==> src/rtl/rr_arbiter4_pkg.sv <==
// Shared definitions for the four-way round-robin arbiter: FSM encoding,
// requester count, default hold limit and an index-to-one-hot helper.
package rr_arbiter4_pkg;

  localparam int NREQ         = 4;
  localparam int MAX_HOLD_DEF = 8;
  localparam int CNT_W_DEF    = 4;

  typedef enum logic {
    ST_IDLE  = 1'b0,
    ST_GRANT = 1'b1
  } state_t;

  function automatic logic [NREQ-1:0] idx2oh(input logic [1:0] idx);
    idx2oh = NREQ'(1) << idx;
  endfunction

endpackage

==> src/rtl/rr_pick4.sv <==
// Rotate-priority encoder: first set bit of mask scanning ptr, ptr+1, ... mod 4.
module rr_pick4 (
  input  logic [3:0] mask,
  input  logic [1:0] ptr,
  output logic [1:0] idx,
  output logic       found
);

  logic [1:0] cand;

  // Scan from the farthest offset down so the nearest candidate wins last.
  always_comb begin
    idx   = '0;
    found = 1'b0;
    cand  = '0;
    for (int i = 3; i >= 0; i--) begin
      cand = ptr + 2'(i);
      if (mask[cand]) begin
        idx   = cand;
        found = 1'b1;
      end
    end
  end

endmodule

==> src/rtl/rr_arbiter4.sv <==
// Four-requester round-robin arbiter with bounded hold: grants one owner,
// keeps it while requesting, and rotates after MAX_HOLD contended cycles.
module rr_arbiter4
  import rr_arbiter4_pkg::*;
#(
  parameter int MAX_HOLD = MAX_HOLD_DEF,
  parameter int CNT_W    = CNT_W_DEF
) (
  input  logic       clk,
  input  logic       rst,
  input  logic [3:0] req,
  output logic [3:0] gnt,
  output logic [1:0] gnt_id,
  output logic       busy,
  output logic       idle
);

  localparam logic [CNT_W-1:0] HOLD_LAST = CNT_W'((MAX_HOLD == 0) ? 0 : MAX_HOLD - 1);
  localparam logic             PREEMPT   = (MAX_HOLD != 0);

  state_t           state_q, state_d;
  logic [CNT_W-1:0] hold_q, hold_d;
  logic [1:0]       ptr_q, ptr_d;
  logic [3:0]       gnt_d;
  logic [1:0]       id_d;
  logic             busy_d, idle_d;

  logic [3:0] others, pick_mask;
  logic [1:0] pick_ptr, pick_idx;
  logic       pick_found, at_limit;

  // In GRANT the search starts just past the owner, so hand-off is fair
  // regardless of where ptr was left by the last IDLE arbitration.
  assign others    = req & ~gnt;
  assign pick_mask = (state_q == ST_IDLE) ? req : others;
  assign pick_ptr  = (state_q == ST_IDLE) ? ptr_q : gnt_id + 2'd1;
  assign at_limit  = PREEMPT && (hold_q == HOLD_LAST);

  rr_pick4 u_pick (
    .mask  (pick_mask),
    .ptr   (pick_ptr),
    .idx   (pick_idx),
    .found (pick_found)
  );

  always_comb begin
    state_d = state_q;
    hold_d  = hold_q;
    ptr_d   = ptr_q;
    gnt_d   = gnt;
    id_d    = gnt_id;
    busy_d  = busy;
    case (state_q)
      ST_IDLE: begin
        if (pick_found) begin
          state_d = ST_GRANT;
          gnt_d   = idx2oh(pick_idx);
          id_d    = pick_idx;
          busy_d  = 1'b1;
          hold_d  = '0;
        end
      end
      ST_GRANT: begin
        // Release and limit-reached collapse into one hand-off path.
        if (!req[gnt_id] || (at_limit && pick_found)) begin
          ptr_d  = gnt_id + 2'd1;
          hold_d = '0;
          if (pick_found) begin
            gnt_d = idx2oh(pick_idx);
            id_d  = pick_idx;
          end else begin
            state_d = ST_IDLE;
            gnt_d   = '0;
            busy_d  = 1'b0;
          end
        end else if (hold_q != HOLD_LAST) begin
          hold_d = hold_q + CNT_W'(1);
        end
      end
      default: state_d = ST_IDLE;
    endcase
    idle_d = !busy_d && ~|req;
  end

  always_ff @(posedge clk) begin
    if (rst) begin
      state_q <= ST_IDLE;
      hold_q  <= '0;
      ptr_q   <= '0;
      gnt     <= '0;
      gnt_id  <= '0;
      busy    <= 1'b0;
      idle    <= 1'b1;
    end else begin
      state_q <= state_d;
      hold_q  <= hold_d;
      ptr_q   <= ptr_d;
      gnt     <= gnt_d;
      gnt_id  <= id_d;
      busy    <= busy_d;
      idle    <= idle_d;
    end
  end

endmodule

==> config.mk <==
export PLATFORM = sky130hd
export DESIGN_NAME = rr_arbiter4
export DESIGN_NICKNAME = d
export VERILOG_FILES = /design/src/rtl/rr_arbiter4_pkg.sv /design/src/rtl/rr_pick4.sv /design/src/rtl/rr_arbiter4.sv
export SDC_FILE = /design/constraint.sdc
export NUM_CORES = 1
export LEC_CHECK = 0
export CORE_ASPECT_RATIO = 0.9
export CORE_MARGIN = 3
export CORE_UTILIZATION = 45
export DETAILED_ROUTE_END_ITERATION = 6
export PLACE_DENSITY = 0.79
export SLEW_MARGIN = 15
export SYNTH_ARGS = -nofsm -noshare
export SYNTH_HDL_FRONTEND = slang
export SYNTH_HIERARCHICAL = 1
export SYNTH_SLANG_ARGS = --single-unit
export TNS_END_PERCENT = 5
==> constraint.sdc <==
create_clock -name clk -period 2.3 [get_ports clk]
set_input_delay 0.69 -clock clk [delete_from_list [all_inputs] [get_ports clk]]
set_output_delay 0.69 -clock clk [all_outputs]
set_load 0.1 [all_outputs]
==> results of run 1 <==
[layout by cell type (no fill, tap or decap), drive strengths merged, types with 2 or more instances in the layout]
master and n:
a211oi 4, a21boi 4, a21oi 7, a31oi 2, buf 21, clkbuf 4
clkdlybuf4s50 5, dfxtp 15, inv 5, mux2i 2, nand2 13, nand2b 3
nand3 4, nand3b 2, nor2 14, o21ai 5, o41ai 2
[through the flow]
step	power (mW)	util (%)	area, µm²	std cells	hold slack [ps]
5_1_grt	0.866	68.4	1080	150	539
2_1_floorplan	0.564	-	818	102	477
6_report	0.820	68.4	1080	150	498
3_3_place_gp	0.658	65.8	1040	146	483
4_1_cts	0.818	67.5	1060	150	491
3_5_place_dp	0.664	65.8	1040	146	478
[worst reg2reg max path: stages, from the launching register on]
cell and delay [ps]:
dfxtp_1 520, nor2_1 70, a21oi_1 360, nand2b_1 180
a21oi_1 70, a211oi_2 270, nand3_1 160, o21ai_0 190
[what timing repair did]
item	CTS	global route
hold endpoints to repair	0	0
endpoints found under the setup margin	0	7
gates resized for setup	0	7
[per-layer routing]
layer	vias to the layer above	global-route usage, %	wire [µm]
met4	0	11.8	61
met3	7	6.15	113
li1	417	-	-
met5	-	0	0
met1	378	26.4	986
met2	26	33.2	892
[flip-flops by register name (all words and copies together) (netlist names)]
name     count
hold_q       4
gnt          4
busy         1
idle         1
state_q      1
ptr_q        2
gnt_id       2
[power by group]
| group | internal [mW] | switching (mW) | leakage [nW] |
|---|---|---|---|
| Clock | 0.0675 | 0.0855 | 0.0150 |
| Sequential | 0.287 | 0.0276 | 0.124 |
| Combinational | 0.115 | 0.237 | 0.312 |
[path summary, 6_finish.rpt]
kind	slack [ps]	end	depth (start not counted)	from
hold reg to reg	500	gnt[0]	2	gnt[0]
hold / removal	500	gnt[0]	2	gnt[0]
setup reg to reg	410	gnt[1]	7	state_q
setup / recovery	120	ptr_q[1]	8	req[0]
[cell families (layout without fill, tap and decap cells)]
| family | after synthesis | in the layout | share of synthesized area, % |
|---|---|---|---|
| compound gates | 30 | 30 | 25.9 |
| xor+xnor | 1 | 1 | 1.07 |
| fa+ha+maj | 1 | 1 | 1.53 |
| mux | 3 | 3 | 5.21 |
| flops | 15 | 15 | 36.8 |
| simple gates | 43 | 43 | 25.4 |
| buf+inv | 9 | 35 | 4.13 |
[layout make-up]
cell class	instances	area (µm²)	share of cell area (%)
clock buffers	4	26.3	2.43
inverters	5	18.8	1.74
well taps	22	27.5	2.55
repair buffers	26	208	19.2
flip-flops and latches	15	302	27.9
multi-input cells	78	498	46.1
==> impl_metrics.env, run 1 <==
export IMPL_start_util_pct=51.8
export IMPL_fin_nets=136
export IMPL_cp_num_buf_inv=1
export IMPL_core_um2=1580
export IMPL_grt_pass1_vias=779
export IMPL_drc=0
export IMPL_worst_slack_ps=122
export IMPL_cts_tree="yes"
export IMPL_synthTopCellsByCount="15 x dfxtp_1, 14 x nor2_1, 13 x nand2_1, 7 x a21oi_1"
export IMPL_syn_area_per_cell_um2=8.01
export IMPL_fin_crit_sh_pct=94.7
export IMPL_syn_num_nets=109
export IMPL_synth_top_area_cell="dfxtp_1"
export IMPL_antenna_left=0
export IMPL_synth_area_um2=817
export IMPL_path_common_cell="nor2_1"
export IMPL_drtIter0Drc=15
export IMPL_preCtsSetupSlack_ps=-279
export IMPL_die_x_um=50.9
export IMPL_cp_required_ps=2500
export IMPL_power_leakage_nw=0.450
export IMPL_cts_root_buf="clkbuf_4"
export IMPL_critPathSlowestCell="clkdlybuf4s50_1"
export IMPL_powerDensity_nw_per_um2=760
export IMPL_ioPinCount=14
export IMPL_critPathMaxFanout=4
export IMPL_slew_headroom_pct=71.5
export IMPL_drt_wl_total_um=2050
export IMPL_synth_most_common_cell="dfxtp_1"
export IMPL_peakVddDrop_uv=534
export IMPL_rsz0062_at_grt="yes"
export IMPL_clkSinkCount=15
export IMPL_grt_max_degree=11
export IMPL_synthTopCellsByArea="dfxtp_1 37%, nor2_1 6.4%, nand2_1 6.0%, a21oi_1 4.3%, a21boi_0 3.7%"
export IMPL_final_setup_tns_ps=0
export IMPL_drv_cap=0
export IMPL_final_max_slew_viol_count=0
export IMPL_worst_slew_pin_slew_ps=428
export IMPL_setup_viol=0
export IMPL_numCtsBuffers=3
export IMPL_ys_ff_latch=15
export IMPL_min_period_ps=2180
export IMPL_post_cts_buffers=0
export IMPL_grt_pass1_wl_um=3590
export IMPL_area_delta_synth_final_pct=32.2
export IMPL_hold_viol=0
export IMPL_worstSetupPathType="input port to register"
export IMPL_grt_total_usage_pct=21.2
export IMPL_antenna_cells=0
export IMPL_dieArea_um2=2360
export IMPL_cts_clk_slew_worst_paths_ps=90
export IMPL_synth_yosys_seq_area_share_pct=36.8
export IMPL_placementRows=13
export IMPL_num_vias=828
export IMPL_min_path_type="register to register"
export IMPL_crit_arrival_ps=2380
export IMPL_dp_hpwl_um=1600
export IMPL_start_kind="input port"
export IMPL_yosysWarnings=6
export IMPL_synth_top_area_share_pct=36.8
export IMPL_insertion_delay_ps=290
export IMPL_numPortBuffers=13
export IMPL_max_freq_ghz=0.459
export IMPL_netlist_instances=102
export IMPL_max_stage_delay_ps=520
export IMPL_gp_congestion=0.830
export IMPL_wl_per_cell_um=13.7
export IMPL_clock_path_buffers=2
export IMPL_drive_above_1_share_pct=25.0
export IMPL_crit_path_end_kind="register"
export IMPL_hold_buffers=0
export IMPL_outcome="complete, no violations"
export IMPL_synth_ff_type="dfxtp_1"
export IMPL_ys_async_sr_fraction_pct=0
export IMPL_overflow=0
export IMPL_yosysUniqueCellTypes=33
export IMPL_antenna_found_initial=0
export IMPL_die_h_um=46.4
export IMPL_fin_skew_ps=7.16
export IMPL_fill_cells=138
export IMPL_firstDrtPassIters=4
export IMPL_h_tree_depth=1
export IMPL_crit_family="compound AO/OA/AOI/OAI gates"
export IMPL_crit_chain="clkdlybuf4s50_1, a21boi_1, nor2_1, nand2_1, nand4b_1, a21oi_2, nor2_1, a211oi_1"
export IMPL_synth_edf_count=0
export IMPL_viasPerCell=5.52
Power figures use the tool's default switching activity.
==> run 2, diff against run 1 <==
ABC_CLOCK_PERIOD_IN_PS = 2300   (was default)
==> results of run 2 <==
The final DEF is identical to that of run 1; final timing and power are the same.
